### src/rtl/pipo_load_arbiter_pkg.sv
// Shared types and default parameters for the PIPO load arbiter slice.
// Used by pipo_load_arbiter and its holding-register sub-module.
package pipo_arb_pkg;

  localparam int unsigned DEF_WIDTH       = 4;
  localparam int unsigned DEF_N_REQ       = 4;
  localparam int unsigned DEF_HOLD_CYCLES = 2;

  typedef enum logic {
    ST_IDLE = 1'b0,
    ST_HOLD = 1'b1
  } state_t;

endpackage

### src/rtl/pipo_load_arbiter_reg.sv
// WIDTH-bit parallel-in/parallel-out holding register with synchronous
// active-high reset and load enable.
module pipo_reg
  import pipo_arb_pkg::*;
#(
  parameter int unsigned WIDTH = DEF_WIDTH
) (
  input  logic             i_clk,
  input  logic             i_rst,
  input  logic             i_load,
  input  logic [WIDTH-1:0] i_d,
  output logic [WIDTH-1:0] o_q
);

  logic [WIDTH-1:0] r_q;

  always_ff @(posedge i_clk) begin
    if (i_rst) begin
      r_q <= '0;
    end else if (i_load) begin
      r_q <= i_d;
    end
  end

  assign o_q = r_q;

endmodule

### src/rtl/pipo_load_arbiter.sv
// Round-robin arbiter loading one of N_REQ requester words into a shared
// PIPO register, held for at least HOLD_CYCLES until the consumer accepts it.
module pipo_load_arbiter
  import pipo_arb_pkg::*;
#(
  parameter int unsigned WIDTH       = DEF_WIDTH,
  parameter int unsigned N_REQ       = DEF_N_REQ,
  parameter int unsigned HOLD_CYCLES = DEF_HOLD_CYCLES
) (
  input  logic                     clk,
  input  logic                     rst_,
  input  logic [N_REQ-1:0]         req_valid,
  input  logic [N_REQ*WIDTH-1:0]   req_data,
  output logic [N_REQ-1:0]         req_ack,
  output logic [WIDTH-1:0]         q_out,
  output logic [$clog2(N_REQ)-1:0] out_src,
  output logic                     out_valid,
  input  logic                     out_ready,
  output logic                     busy
);

  localparam int unsigned IW = $clog2(N_REQ);
  localparam int unsigned CW = $clog2(HOLD_CYCLES + 1);
  localparam logic [CW-1:0] HOLD_LAST = CW'(HOLD_CYCLES - 1);
  localparam logic [IW-1:0] LAST_IDX  = IW'(N_REQ - 1);

  state_t           r_state;
  state_t           w_state_nxt;
  logic [IW-1:0]    r_rr_ptr;
  logic [CW-1:0]    r_hold_cnt;
  logic [IW-1:0]    r_out_src;
  logic             r_out_valid;

  logic [IW-1:0]    w_idx;
  logic [IW-1:0]    w_win;
  logic             w_found;
  logic             w_grant;
  logic             w_hold_done;
  logic             w_load;
  logic [WIDTH-1:0] w_win_data;

  // Rotating priority: first valid requester at or after r_rr_ptr, wrapping.
  always_comb begin
    w_idx   = '0;
    w_win   = '0;
    w_found = 1'b0;
    for (int unsigned k = 0; k < N_REQ; k++) begin
      w_idx = IW'((32'(r_rr_ptr) + k) % N_REQ);
      if (!w_found && req_valid[w_idx]) begin
        w_found = 1'b1;
        w_win   = w_idx;
      end
    end
  end

  assign w_grant     = (r_state == ST_IDLE) && w_found && !rst_;
  assign w_hold_done = (r_hold_cnt == HOLD_LAST) && out_ready;
  assign w_win_data  = req_data[32'(w_win)*WIDTH +: WIDTH];

  always_comb begin
    req_ack = '0;
    if (w_grant) begin
      req_ack[w_win] = 1'b1;
    end
  end

  assign w_load = |req_ack;

  always_comb begin
    w_state_nxt = r_state;
    case (r_state)
      ST_IDLE: if (w_grant)     w_state_nxt = ST_HOLD;
      ST_HOLD: if (w_hold_done) w_state_nxt = ST_IDLE;
      default:                  w_state_nxt = ST_IDLE;
    endcase
  end

  always_ff @(posedge clk) begin
    if (rst_) begin
      r_state     <= ST_IDLE;
      r_rr_ptr    <= '0;
      r_hold_cnt  <= '0;
      r_out_src   <= '0;
      r_out_valid <= 1'b0;
    end else begin
      r_state <= w_state_nxt;
      if (w_grant) begin
        r_out_src   <= w_win;
        r_out_valid <= 1'b1;
        r_hold_cnt  <= '0;
        r_rr_ptr    <= (w_win == LAST_IDX) ? '0 : w_win + 1'b1;
      end else if (r_state == ST_HOLD) begin
        if (w_hold_done) begin
          r_out_valid <= 1'b0;
          r_hold_cnt  <= '0;
        end else if (r_hold_cnt != HOLD_LAST) begin
          r_hold_cnt <= r_hold_cnt + 1'b1;
        end
      end
    end
  end

  pipo_reg #(
    .WIDTH(WIDTH)
  ) u_q_reg (
    .i_clk (clk),
    .i_rst (rst_),
    .i_load(w_load),
    .i_d   (w_win_data),
    .o_q   (q_out)
  );

  assign out_src   = r_out_src;
  assign out_valid = r_out_valid;
  assign busy      = (r_state == ST_HOLD) && !rst_;

endmodule

### config.mk
export PLATFORM = sky130hd
export DESIGN_NAME = pipo_load_arbiter
export DESIGN_NICKNAME = d
export VERILOG_FILES = /design/src/rtl/pipo_load_arbiter_pkg.sv /design/src/rtl/pipo_load_arbiter_reg.sv /design/src/rtl/pipo_load_arbiter.sv
export SDC_FILE = /design/constraint.sdc
export NUM_CORES = 1
export LEC_CHECK = 0
export ABC_AREA = 1
export ABC_CLOCK_PERIOD_IN_PS = 2300
export CAP_MARGIN = 5
export CELL_PAD_IN_SITES_DETAIL_PLACEMENT = 0
export CELL_PAD_IN_SITES_GLOBAL_PLACEMENT = 1
export CORE_MARGIN = 2
export CORE_UTILIZATION = 41
export CTS_CLUSTER_SIZE = 14
export DETAILED_ROUTE_END_ITERATION = 7
export DONT_BUFFER_PORTS = 1
export HOLD_SLACK_MARGIN = 0.05
export PLACE_DENSITY = 0.82
export SYNTH_ARGS = -nofsm -noshare
export SYNTH_HDL_FRONTEND = slang
export SYNTH_SLANG_ARGS = --single-unit
### constraint.sdc
create_clock -name clk -period 2.3 [get_ports clk]
set_clock_uncertainty 0.2 [all_clocks]
set_input_delay 0.115 -clock clk [delete_from_list [all_inputs] [get_ports clk]]
set_output_delay 0.115 -clock clk [all_outputs]
set_load 0.02 [all_outputs]
=== After elaboration in Yosys (flattened, before gate mapping) ===
Index checks and enable logic that the tools add are counted.
Widths: inputs -> output; s select.

* Logic and storage cells: 69
* Register bits: 12

* Muxes and demuxes: 28
* Equal/unequal tests: 3
* Bitwise operators: 1
* Shifts and indexed selects: 1
* Add/subtract/negate cells: 5
* Magnitude comparators: 6
* Reduce and logical (&&, ||, !) cells: 19

{| class="wikitable"
|+ Operator list
! cell !! count
|-
| $shiftx 16x5->4 || 1
|-
| $lt 2x3->1 const B || 5
|-
| $mux 1 || 14
|-
| $mux 2 || 7
|-
| $bmux 1 s2 || 4
|-
| $logic_and 1x1->1 || 8
|-
| $add 2x1->2 const B || 3
|-
| $reduce_bool 2->1 || 3
|-
| $add 2x2->2 const B || 2
|-
| $logic_not 1->1 || 4
|-
| $mux 4 || 1
|-
| $reduce_and 2->1 || 2
|-
| $reduce_or 4->1 || 1
|-
| $demux 1 s2 || 1
|-
| $eq 2x1->1 const B || 1
|-
| $eq 2x2->1 const B || 1
|-
| $ge 2x1->1 const B || 1
|-
| $ne 2x1->1 const B || 1
|-
| $pmux 1 s2 || 1
|-
| $reduce_or 2->1 || 1
|-
| $not 1->1 || 1
|}

=== Depth between registers and ports, before layout ===
Gate-level depths: netlist of the first run.

* Depth after elaboration: 18
* Gate-level depth with buffers: 15
* Mapped depth without buffers: 15

=== Hierarchy ===
A second synthesis of the first run with hierarchy kept.

* Cells, all modules: 173
* Area total of the unflattened synthesis: 1,012.2 um^2

{| class="wikitable"
|+ By module, submodules not included
! module !! cells each !! times used !! area each (um^2)
|-
| pipo_load_arbiter || 147 || 1 || 839.6
|-
| pipo_reg || 26 || 1 || 172.7
|}

=== Worst setup path after synthesis of the first run ===
Ideal clock, no wire load.

* Kind: register -> register
* Start: register r_rr_ptr[0]
* End: register u_q_reg.r_q[0], in the netlist u_q_reg.o_q[0]
* Setup slack: 257 ps
* Data required time: 2,036 ps
* Arrival time: 1,779 ps
* Setup time: 64 ps
* Clock period less this slack: 2,043 ps
* Path buffers: 1
* Stages on the path, launching flop included: 16
* Cells stage by stage: dfxtp_1 buf_6 nand2_1 nand2_2 nand2_1 nand2_2 nor2_1 nor2_2 nand2_4 nand2_4 inv_4 ha_1 nand3b_2 nand2_2 nor2_1 nor2_1

* Word-level cells in the longest chain between the ends: 18
* Elaborated cells between the ends (all ways): 35
* Those cells by class: add/sub (3); order compare (2); shift (1); mux (19); reduce/logical (10)

{| class="wikitable"
|+ Ends and longest elaborated chain
! element !! RTL line !! text
|-
| start, declared || pipo_load_arbiter.sv:29 || <nowiki>logic [IW-1:0] r_rr_ptr;</nowiki>
|-
| start signal, assigned || pipo_load_arbiter.sv:91 || <nowiki>r_rr_ptr <= (w_win == LAST_IDX) ? '0 : w_win + 1'b1;</nowiki>
|-
| branches (longest 18 deep; another with $lt 2x3->1) || - ||
|-
| end signal, assigned || pipo_load_arbiter_reg.sv:21 || <nowiki>r_q <= i_d;</nowiki>
|-
| end, declared || pipo_load_arbiter_reg.sv:15 || <nowiki>logic [WIDTH-1:0] r_q;</nowiki>
|}

Parallel ways; which one is timed is not known. The select of a mux whose other input is x is not followed.
A chain may end at the register's enable or synchronous reset.

=== Worst setup path in the final report of the first run ===
* Start: register r_rr_ptr[0]
* End: output req_ack[1]

* Word-level cells in the longest chain between the ends: 17
* Elaborated cells between the ends (all ways): 33
* Those cells by class: add/sub (3); order compare (2); mux (19); reduce/logical (9)

{| class="wikitable"
|+ Ends and longest elaborated chain
! element !! RTL line !! text
|-
| branches (longest 16 deep; another with $lt 2x3->1) || - ||
|-
| $mux 4 (*) || pipo_load_arbiter.sv:62 || <nowiki>if (w_grant) begin</nowiki>
|-
| end, declared || pipo_load_arbiter.sv:14 || <nowiki>output logic [N_REQ-1:0] req_ack,</nowiki>
|}

Every way passes the cells marked *. The select of a mux whose other input is x is not followed.

==> results.md, run 1 <==
- Commonest non-fill, non-tap cell in the layout: nand2_1
- Max stage delay cell, worst path: dfxtp_4
- Post-DRT Antenna Nets: 0
- IO Port Bufs: 0
- Crit path kind: reg -> out
- Post-synthesis async set-or-reset flop share: 0%
- Clock Root Buffer: clkbuf_4
- Synth warn: 0
- Worst-path clk slew: 0.08 ns
- Layout area overhead: 43.21%
- Residual DRC: 0
- Mean post-synth cell area: 6.006 um2
- Placeable Area: 2455 um2
- Worst-path maximum fanout: 5
- Leak: 0.7727 nW
- Dpl cell area: approximately 1100 um2
- Crit path time final: 2.196 ns
- CTS Buffer Depth: 2
- Yosys cell types: 24
- Synthesized cell area: 1051 um2
- Clock buffer count from CTS: 3
- Worst EP arrival: 1.88 ns
- Slew margin rel.: 70.34%
- Core Rows: 18
- Syn Inst Count: roughly 180
- Crit start category: register
- Final GP Congestion: 0.8697
- Htree depth: 1
- Syn Nets: 199
- DR WL/cell: approximately 11 um
- First-pass GRT wire length: 3.995 mm
- Top cell type by total area after synthesis: dfxtp_1
- Final setup fails: 0
- Top area cells in the synthesized netlist: dfxtp_1, nand2_1, nand3_1
- # IOs: 35
- Slowest stage delay, CP: between 0.3 and 0.4 ns
- Post-Place Setup Slack: 0.01804 ns
- Chip width: 54.63 um
- Core Util, Final: 61.32%
- Initial Util: between 40 and 50%
- Post-Layout Cell Count: 243
- Fin nets: roughly 240
- PnR worst setup slack: 0.1042 ns
- GR Util All Layers: 18.38%
- Hold Path Class: reg -> reg
- Measured slew at the worst slew-check pin: 0.4433 ns
- Most frequent cells in the layout: nand2_1, inv_1, nand3_1, dlygate4sd3_1, nand2_2
- Register area share after synthesis: between 20% and 30%
- Detailed Routing Iterations Pass 1: 4
- Hold Vio Cnt, Final: 0
- Iteration-0 DRC Markers: 20
- Number of flops mapped to enable cells by yosys: 0
- Global route overflow: 0
- Most common cell on crit path: nand2_2
- Vias per cell: 4.864
- Worst setup EP type: output port
- Post-DP HPWL: roughly 1.9 mm
- Status: complete, no violations
- Power Dens Cells: around 1300 nW/um2
- Sum Neg Setup Slack: 0 ns
- Register bit total from synthesis: 12
- Ys flop type: dfxtp_1
- Die Y: roughly 55 um
- Crit path cell chain: buf_6, nand2_1, nand2_1, nand2_2, nand2_2, nor2_4, nand3_2, nand2_4, nand2_8, inv_8, nand2_2, nor2_2, buf_6
- Placed insts: 209
- Maximum vdd ir drop: 0.7847 mV
- Largest net degree at the start of global routing: 11
- Max-Cap Viols: 0
- CTS tree: done
- Routed vias: between 1,000 and 1,500
- Top cell type's share of synthesized area: 22.86%
- Tot Pwr: 2.026 mW
- Post-route cell area: 1505 um2
- CTS Sinks: 12
- Die area: 2984 um2
- Layout cell share with drive strength beyond 1: 30.05%
- Via count of the first global-routing pass: 984
- Worst hold slack: 0.2648 ns
- Antenna cells: 0
- Peak Freq: roughly 460 MHz
- Critical Path RT: 1.99 ns
- Final period util: 95.47%
- Final Slew Violations: 0
- Clock Latency Late Sink: 0.28 ns
- Initial antenna violation count: 0
- Post-Route WL: around 2.8 mm
## report_power, final
| group | internal, mW | total, mW | switching (mW) |
|---|---|---|---|
| registers | 0.296 | 0.423 | 0.127 |
| clock network | 0.0965 | 0.173 | 0.0765 |
| logic | 0.594 | 1.43 | 0.836 |
## registers in the layout, summed over array words and instances, names as in the netlist
register     count
r_state          1
r_rr_ptr         2
r_hold_cnt       2
u_q_reg.o_q      4
out_valid        1
out_src          2
## Yosys cell counts (2+ instances only)
master / instances
dfxtp_1: 12
o21ai_0: 4
nand2_4: 2
inv_1: 28
nand3_1: 22
nand3_2: 3
nor2_4: 2
nand2_2: 12
nand3b_1: 4
nor2_1: 17
nand2_1: 53
o21ai_2: 2
inv_2: 3
## layout make-up
class | instances | area, um2
clock buffer | 4 | 36.28
sequential | 12 | 247.7
timing repair buffer | 35 | 315.3
inverter | 32 | 132.6
tap | 30 | 37.54
multi-input combinational | 130 | 735.7
fill | 224 | 949.7
## path summary, 6_finish.rpt
kind	slack [ns]	startpoint	cells after the start	endpoint
worst min register to register	0.26	r_hold_cnt[1]$_SDFFE_PP0P_	2	r_hold_cnt[1]$_SDFFE_PP0P_
worst min-delay path	0.26	r_hold_cnt[1]$_SDFFE_PP0P_	2	r_hold_cnt[1]$_SDFFE_PP0P_
worst max register to register	0.15	r_rr_ptr[0]$_SDFFE_PP0P_	10	out_valid$_SDFFE_PP0P_
worst max-delay path	0.10	r_rr_ptr[0]$_SDFFE_PP0P_	13	req_ack[1]
## metal layers
layer	track usage [%]	wire length, um
met1	24.43	1269
met2	29.37	1322
met3	2.732	114
met4	7.500	47
met5	0	0
## cells by family (layout without fill, tap and decap cells)
logic type                 Yosys count  count (layout)  share of synthesized area (%)
DFF                                 12              12                          22.86
AOI/OAI and AO/OA                    9               9                          6.071
and+or+nand+nor                    120             120                          57.14
buffers and inverters               33              71                          12.74
adders and majority gates            1               1                          1.190
## worst max-delay path: cells and delay by family, from the launching register on
family | cells | cell delay [ns]
buffers and inverters | 3 | 0.31
flip-flops | 1 | 0.37
AND/OR/NAND/NOR | 10 | 0.92
## what timing repair did
action | 4_1_cts | 5_1_grt
cloned | 0 | 1
hold endpoints to repair | 12 | 0
setup endpoints to repair | 5 | 8
hold buffers | 19 | 0
pin swaps | 2 | 11
gates resized for setup | 6 | 20
setup buffers | 2 | 8
Note: power is estimated with default switching activity, not from simulation.
==> run 2, diff against run 1 <==
--- a/config.mk
+++ b/config.mk
@@ -6,17 +6,18 @@
 export NUM_CORES = 1
 export LEC_CHECK = 0
 export ABC_AREA = 1
-export ABC_CLOCK_PERIOD_IN_PS = 2300
+export ABC_CLOCK_PERIOD_IN_PS = 2000
 export CAP_MARGIN = 5
 export CELL_PAD_IN_SITES_DETAIL_PLACEMENT = 0
 export CELL_PAD_IN_SITES_GLOBAL_PLACEMENT = 1
 export CORE_MARGIN = 2
-export CORE_UTILIZATION = 41
+export CORE_UTILIZATION = 37
 export CTS_CLUSTER_SIZE = 14
 export DETAILED_ROUTE_END_ITERATION = 7
 export DONT_BUFFER_PORTS = 1
 export HOLD_SLACK_MARGIN = 0.05
-export PLACE_DENSITY = 0.82
+export PLACE_DENSITY = 0.79
+export REMOVE_ABC_BUFFERS = 1
 export SYNTH_ARGS = -nofsm -noshare
 export SYNTH_HDL_FRONTEND = slang
 export SYNTH_SLANG_ARGS = --single-unit
==> constraint.sdc (replaced) <==
create_clock -name clk -period 2 [get_ports clk]
set_clock_uncertainty 0.2 [all_clocks]
set_input_delay 0.1 -clock clk [delete_from_list [all_inputs] [get_ports clk]]
set_output_delay 0.1 -clock clk [all_outputs]
set_load 0.02 [all_outputs]
==> run 2 against run 1 <==
Compared with the run above: the flow now finishes with violations (setup timing); first-iteration DRC count grew 70%; register-to-register slack got worse by 0.24 ns; critical path type unchanged; sequential cell count unchanged.
==> results.md, run 2 (synthesis gave the netlist of run 1 again) <==
- Status: complete, but fails checks
- Failing checks: setup timing
- Max reg flops: 4 (unchanged)
- Power Dens Cells: 1527 nW/um2 (+13%)
- Chip width: 57.30 um (+4.9%)
- Initial Util: 38.44% (-4.4 points)
- Most frequent cells in the layout: nand2_1, inv_1, nand3_1, dlygate4sd3_1, buf_4
- Final GP Congestion: 0.7828 (-10%)
- Measured slew at the worst slew-check pin: 0.4315 ns (-0.01172 ns)
- Final setup fails: 9 (+9)
- Dominant delay contributor by cell family on the critical path: simple AND/OR/NAND/NOR gates
- Tot Pwr: 2.664 mW (+31%)
- Residual DRC: 0 (unchanged)
- Crit Reg-Reg Endpoint: u_q_reg.o_q[1]$_SDFFE_PP0P_
- Maximum vdd ir drop: 1.112 mV (+42%)
- Worst EP arrival: 1.85 ns (-0.03 ns)
- Fin nets: 251 (+5.5%)
- Clock Latency Late Sink: 0.27 ns (about the same)
- M3 GR Usage: 1.814% (-0.92 points)
- Crit start category: register
- Crit path time final: 2.149 ns
- IO Port Bufs: 0 (unchanged)
- Hold Vio Cnt, Final: 0 (unchanged)
- Core Util, Final: 63.84% (+2.5 points)
- Met2 GRT Util: 31.69% (+2.3 points)
- Post-Route WL: 2.837 mm (+3.0%)
- Dpl cell area: 1241 um2 (+11%)
- Initial antenna violation count: 0 (unchanged)
- Leak: 0.8864 nW (+15%)
- Post-route cell area: 1745 um2 (+16%)
- Met1 Usage GRT: 20.69% (-3.7 points)
- FF-to-FF setup slack: -0.09 ns (-0.24 ns)
- Hold Path Class: reg -> reg
- Post-DP HPWL: 1.944 mm (+0.39%)
- Detailed Routing Iterations Pass 1: 5 (+1)
- PnR worst setup slack: -0.1490 ns (-0.2532 ns)
- Global route overflow: 0 (unchanged)
- CP Capture Point: req_ack[0]
- Clock Root Buffer: clkbuf_4
- CTS Buffer Depth: 2 (unchanged)
- Die area: 3283 um2 (+10%)
- Final Slew Violations: 0 (unchanged)
- Crit path cell chain: buf_12, nand2_4, nand3_1, nand2_2, inv_2, nand2_1, o21ai_4, nor2_4, nand2_4, nor2_4, buf_6
- RR Startpoint: r_rr_ptr[0]$_SDFFE_PP0P_
- Max-Cap Viols: 0 (unchanged)
- Core Rows: 19 (+1)
- CP startpoint: r_rr_ptr[0]$_SDFFE_PP0P_
- Final period util: 107.4%
- # IOs: 35 (unchanged)
- Post-DRT Antenna Nets: 0 (unchanged)
- Layout cell share with drive strength beyond 1: 38.50% (+8.4 points)
- Worst path depth: 11 (-2)
- Layout area overhead: 66.07%
- First-pass GRT wire length: 4.567 mm (+14%)
- GR Util All Layers: 17.39% (-1.0 points)
- Crit path kind: reg -> out
- R2R depth: 15 (+5)
- Placeable Area: 2734 um2 (+11%)
- Htree depth: 1 (unchanged)
- CTS Sinks: 12 (unchanged)
- Slowest stage delay, CP: 0.37 ns (about the same)
- Peak Freq: 465.3 MHz
- Max stage delay cell, worst path: dfxtp_4
- Worst-path clk slew: 0.07 ns (about the same)
- Vias per cell: 4.872 (+0.15%)
- Commonest non-fill, non-tap cell in the layout: nand2_1
- Largest net degree at the start of global routing: 10 (-1)
- RSZ-0062 raised after global routing: true
- DR WL/cell: 11.04 um (-2.6%)
- Clock buffer count from CTS: 3 (unchanged)
- Die Y: 57.30 um (+4.9%)
- Worst setup EP type: output port
- Worst Path Buf+Inv: 3 (unchanged)
- Most Used Layer, Global Route: met2
- Via count of the first global-routing pass: 1,153 (+17%)
- Routed vias: 1,252 (+5.9%)
- Sum Neg Setup Slack: -0.8549 ns (-0.8549 ns)
- Critical Path RT: 1.70 ns (-0.29 ns)
- Slew margin rel.: 71.12% (+0.78 points)
- Worst-path maximum fanout: 8 (+3)
- Worst hold slack: 0.2617 ns (-0.003112 ns)
- Antenna cells: 0 (unchanged)
- CTS tree: done
- Iteration-0 DRC Markers: 34 (+70%)
==> run 2: cell types whose count changed in the layout (fill, tap and decap cells not counted), moves of 3 or more <==
| cell | delta |
|---|---|
| nand2_4 | +8 |
| buf_4 | +6 |
| buf_6 | +6 |
| inv_4 | +3 |
| nor2_4 | +3 |
| nand2_1 | -6 |
==> run 2: worst min-delay path by stage <==
stage / from / end / slack, ns / cells past startpoint
floorplan: rst_ / out_valid$_SDFFE_PP0P_ / -0.03 / 1
global placement: rst_ / out_valid$_SDFFE_PP0P_ / -0.03 / 1
detailed placement: rst_ / out_valid$_SDFFE_PP0P_ / -0.03 / 1
CTS: r_hold_cnt[1]$_SDFFE_PP0P_ / r_hold_cnt[1]$_SDFFE_PP0P_ / 0.27 / 2
global route: r_hold_cnt[1]$_SDFFE_PP0P_ / r_hold_cnt[1]$_SDFFE_PP0P_ / 0.28 / 2
finish: r_hold_cnt[1]$_SDFFE_PP0P_ / r_hold_cnt[1]$_SDFFE_PP0P_ / 0.26 / 2
==> run 2: power breakdown <==
part           internal, mW  switching, mW  total, mW
registers             0.339          0.145      0.484
logic                 0.905           1.08       1.99
clock network         0.111         0.0814      0.192
total                  1.36           1.31       2.66
==> run 2: metrics by stage <==
stage / std cells / setup WS (ns)
after floorplan: 174 / -0.2367
after global placement: 225 / -0.01240
after detailed placement: 225 / -0.07488
after CTS: 255 / -0.1736
after global routing: 257 / -0.2530
final: 257 / -0.1490
==> run 2: metal layers <==
layer  share of wire [%]  wire [um]
met1                  42       1188
met2                  53       1503
met3                 3.7        106
met4                 1.3         38
met5                   0          0
==> run 2: timing repair <==
item                                    in CTS  in global routing
buffers inserted                             7                  2
endpoints found under the hold margin       12                  0
hold buffers                                19                  0
pin swaps                                   21                 17
cloned                                       0                  0
endpoints found under the setup margin       8                 13
resized for setup                           33                 25
==> run 2: area by class of cell <==
class	count	area (um2)
Tap cell	31	38.79
Timing Repair Buffer	48	462.9
Sequential cell	12	245.2
Fill cell	226	988.4
Clock buffer	4	36.28
Inverter	32	132.6
Multi-Input combinational cell	130	829.5
==> run 2: worst register-to-register path: stages (launching register included) <==
cell and delay (ns):
dfxtp_4 0.37, buf_12 0.15, nand2_4 0.07, nand2_4 0.05, nand2_2 0.08, nand2_2 0.07, nor2_4 0.11, nand3_2 0.11
nand2_4 0.08, nand2_4 0.06, inv_4 0.05, ha_2 0.20, nand3b_2 0.13, nand2_2 0.08, nor2_1 0.14, nor2_1 0.05
==> run 3, diff against run 2 <==
--- a/config.mk
+++ b/config.mk
@@ -18,6 +18,7 @@
 export HOLD_SLACK_MARGIN = 0.05
 export PLACE_DENSITY = 0.79
 export REMOVE_ABC_BUFFERS = 1
+export SKIP_CTS_REPAIR_TIMING = 1
 export SYNTH_ARGS = -nofsm -noshare
 export SYNTH_HDL_FRONTEND = slang
 export SYNTH_SLANG_ARGS = --single-unit
==> run 3 against run 2 <==
Compared with the run above: the run ends with hold timing, setup timing left; setup slack worse by 0.0095 ns; highest routed layer unchanged; wire length down 13%; clock power down 3%; sequential power down 0.8%; largest power group unchanged; global-route usage down 2.0 points; non-clock buffer count down 13; utilization down 8.9 points; sequential share of layout area up 2.3 points.
==> results.md, run 3 (synthesis gave the netlist of run 1 again) <==
- Status: complete, but fails checks
- Failing checks: hold timing, setup timing
- Routed vias: 1,186 (-5.3%)
- Iteration-0 DRC Markers: 30 (-12%)
- Die Y: 57.30 um (unchanged)
- Final setup fails: 8 (-1)
- Measured slew at the worst slew-check pin: 0.4371 ns (+0.005548 ns)
- Crit Reg-Reg Endpoint: u_q_reg.o_q[2]$_SDFFE_PP0P_
- Hold Path Class: in -> reg
- Peak Freq: 463.3 MHz (-0.44%)
- Clock share of power: 7.9% (+0.7 points)
- Sequential power share: 20.2% (+2.0 points)
- Initial Util: 38.44% (unchanged)
- Max reg flops: 4 (unchanged)
- Antenna cells: 0 (unchanged)
- Htree depth: 1 (unchanged)
- Initial antenna violation count: 0 (unchanged)
- # IOs: 35 (unchanged)
- Largest net degree at the start of global routing: 10 (unchanged)
- GR Util All Layers: 15.37% (-2.0 points)
- Detailed Routing Iterations Pass 1: 7 (+2)
- PnR worst setup slack: -0.1584 ns (-0.009480 ns)
- Worst hold slack: -0.01273 ns (-0.2744 ns)
- Worst EP arrival: 1.86 ns (about the same)
- Crit start category: register
- Crit path time final: 2.158 ns (+0.009480 ns)
- NetSw: 1.162 mW (-11%)
- Final period util: 107.9% (+0.47 points)
- CTS Sinks: 12 (unchanged)
- Residual DRC: 0 (unchanged)
- CP startpoint: r_rr_ptr[0]$_SDFFE_PP0P_
- Vias per cell: 4.861 (-0.22%)
- R2R depth: 14 (-1)
- Core Rows: 19 (unchanged)
- Die area: 3283 um2 (unchanged)
- Layout area overhead: 42.98%
- FF-to-FF setup slack: -0.07 ns (+0.02 ns)
- Max-Cap Viols: 0 (unchanged)
- CTS tree: done
- Dpl cell area: 1241 um2 (unchanged)
- Crit path kind: reg -> out
- RR Startpoint: r_rr_ptr[0]$_SDFFE_PP0P_
- Critical Path RT: 1.70 ns (about the same)
- RSZ-0062 raised after global routing: true
- Maximum vdd ir drop: 1.035 mV (-7.0%)
- Post-Route WL: 2.464 mm (-13%)
- Clock Root Buffer: clkbuf_4
- Clock Latency Late Sink: 0.26 ns (about the same)
- CP Capture Point: req_ack[2]
- Worst-path clk slew: 0.07 ns (about the same)
- Internal: 1.215 mW (-10%)
- # fillers: 253 (+12%)
- Combinational power share: 72.0% (-2.6 points)
- Most frequent cells in the layout: nand2_1, inv_1, nand3_1, nand2_2, buf_4
- Layout cell share with drive strength beyond 1: 34.74% (-3.8 points)
- Final Slew Violations: 0 (unchanged)
- Slew margin rel.: 70.75% (-0.37 points)
- Post-DRT Antenna Nets: 0 (unchanged)
- Core Util, Final: 54.97% (-8.9 points)
- Post-route cell area: 1503 um2 (-14%)
- CTS Buffer Depth: 2 (unchanged)
- Post-DP HPWL: 1.944 mm (unchanged)
- Final GP Congestion: 0.7828 (unchanged)
- Min-delay src: req_data[10]
- Global route overflow: 0 (unchanged)
- Commonest non-fill, non-tap cell in the layout: nand2_1
- Fin nets: 238 (-5.2%)
- Chip width: 57.30 um (unchanged)
- Hold Vio Cnt, Final: 2 (+2)
- Placeable Area: 2734 um2 (unchanged)
- Clock buffer count from CTS: 3 (unchanged)
- IO Port Bufs: 0 (unchanged)
- First-pass GRT wire length: 4.015 mm (-12%)
- Post-Place Setup Slack: -0.07488 ns (unchanged)
- Worst setup EP type: output port
- Worst-path maximum fanout: 8 (unchanged)
- Sw Ratio: 48.88% (-0.26 points)
- Sum Neg Setup Slack: -0.8349 ns (+0.02000 ns)
- DR WL/cell: 10.10 um (-8.5%)
- Via count of the first global-routing pass: 1,008 (-13%)
- Power Dens Cells: 1582 nW/um2 (+3.7%)
- Leak: 0.7733 nW (-13%)
[run 3: worst min-delay path by stage]
| stage | cells after the start | to |
|---|---|---|
| 3_3_place_gp | 1 | out_valid$_SDFFE_PP0P_ |
| 3_5_place_dp | 1 | out_valid$_SDFFE_PP0P_ |
| 6_report | 6 | u_q_reg.o_q[2]$_SDFFE_PP0P_ |
| 5_1_grt | 6 | u_q_reg.o_q[2]$_SDFFE_PP0P_ |
| 2_1_floorplan | 1 | out_valid$_SDFFE_PP0P_ |
| 4_1_cts | 1 | out_valid$_SDFFE_PP0P_ |
[run 3: final cells by class]
class | instances | area, um2 | share of cell area (%)
flip-flops and latches | 12 | 245.2 | 16.32
multi-input cells | 130 | 732.0 | 48.71
repair buffers | 35 | 325.3 | 21.65
inverters | 32 | 125.1 | 8.326
clock buffers | 4 | 36.28 | 2.415
well taps | 31 | 38.79 | 2.581
[run 3: per-stage QoR]
step                      std cells  total power [mW]  hold slack [ns]
final                           244             2.378         -0.01273
after floorplan                 174             1.454         -0.03093
after global routing            244             2.615          0.05446
after CTS                       229             2.168          -0.3182
after global placement          225             1.955         -0.02919
after detailed placement        225             1.976         -0.02747
[run 3: metal layers]
layer / wire length [um] / global-route usage (%) / up-vias
met3: 125 / 2.268 / 6
met4: 48 / 8.638 / 0
met2: 1194 / 23.81 / 37
met5: 0 / 0 / -
met1: 1095 / 20.42 / 522
li1: - / - / 621
[run 3: worst max-delay path, stage by stage, from the launching register on]
cell	delay [ns]
dfxtp_4	0.36
buf_6	0.13
nand2_2	0.05
nand2_2	0.05
buf_6	0.11
o21ai_4	0.15
buf_6	0.12
o21ai_4	0.05
nor2_4	0.19
nand2_2	0.11
nor2_2	0.13
buf_6	0.12
[run 3: power groups by stage]
stage	Combinational (mW)	Clock [mW]	Sequential, mW
floorplan	0.974	0	0.480
global placement	1.48	0	0.476
detailed placement	1.50	0	0.478
CTS	1.50	0.193	0.473
global route	1.91	0.210	0.492
finish	1.71	0.187	0.480
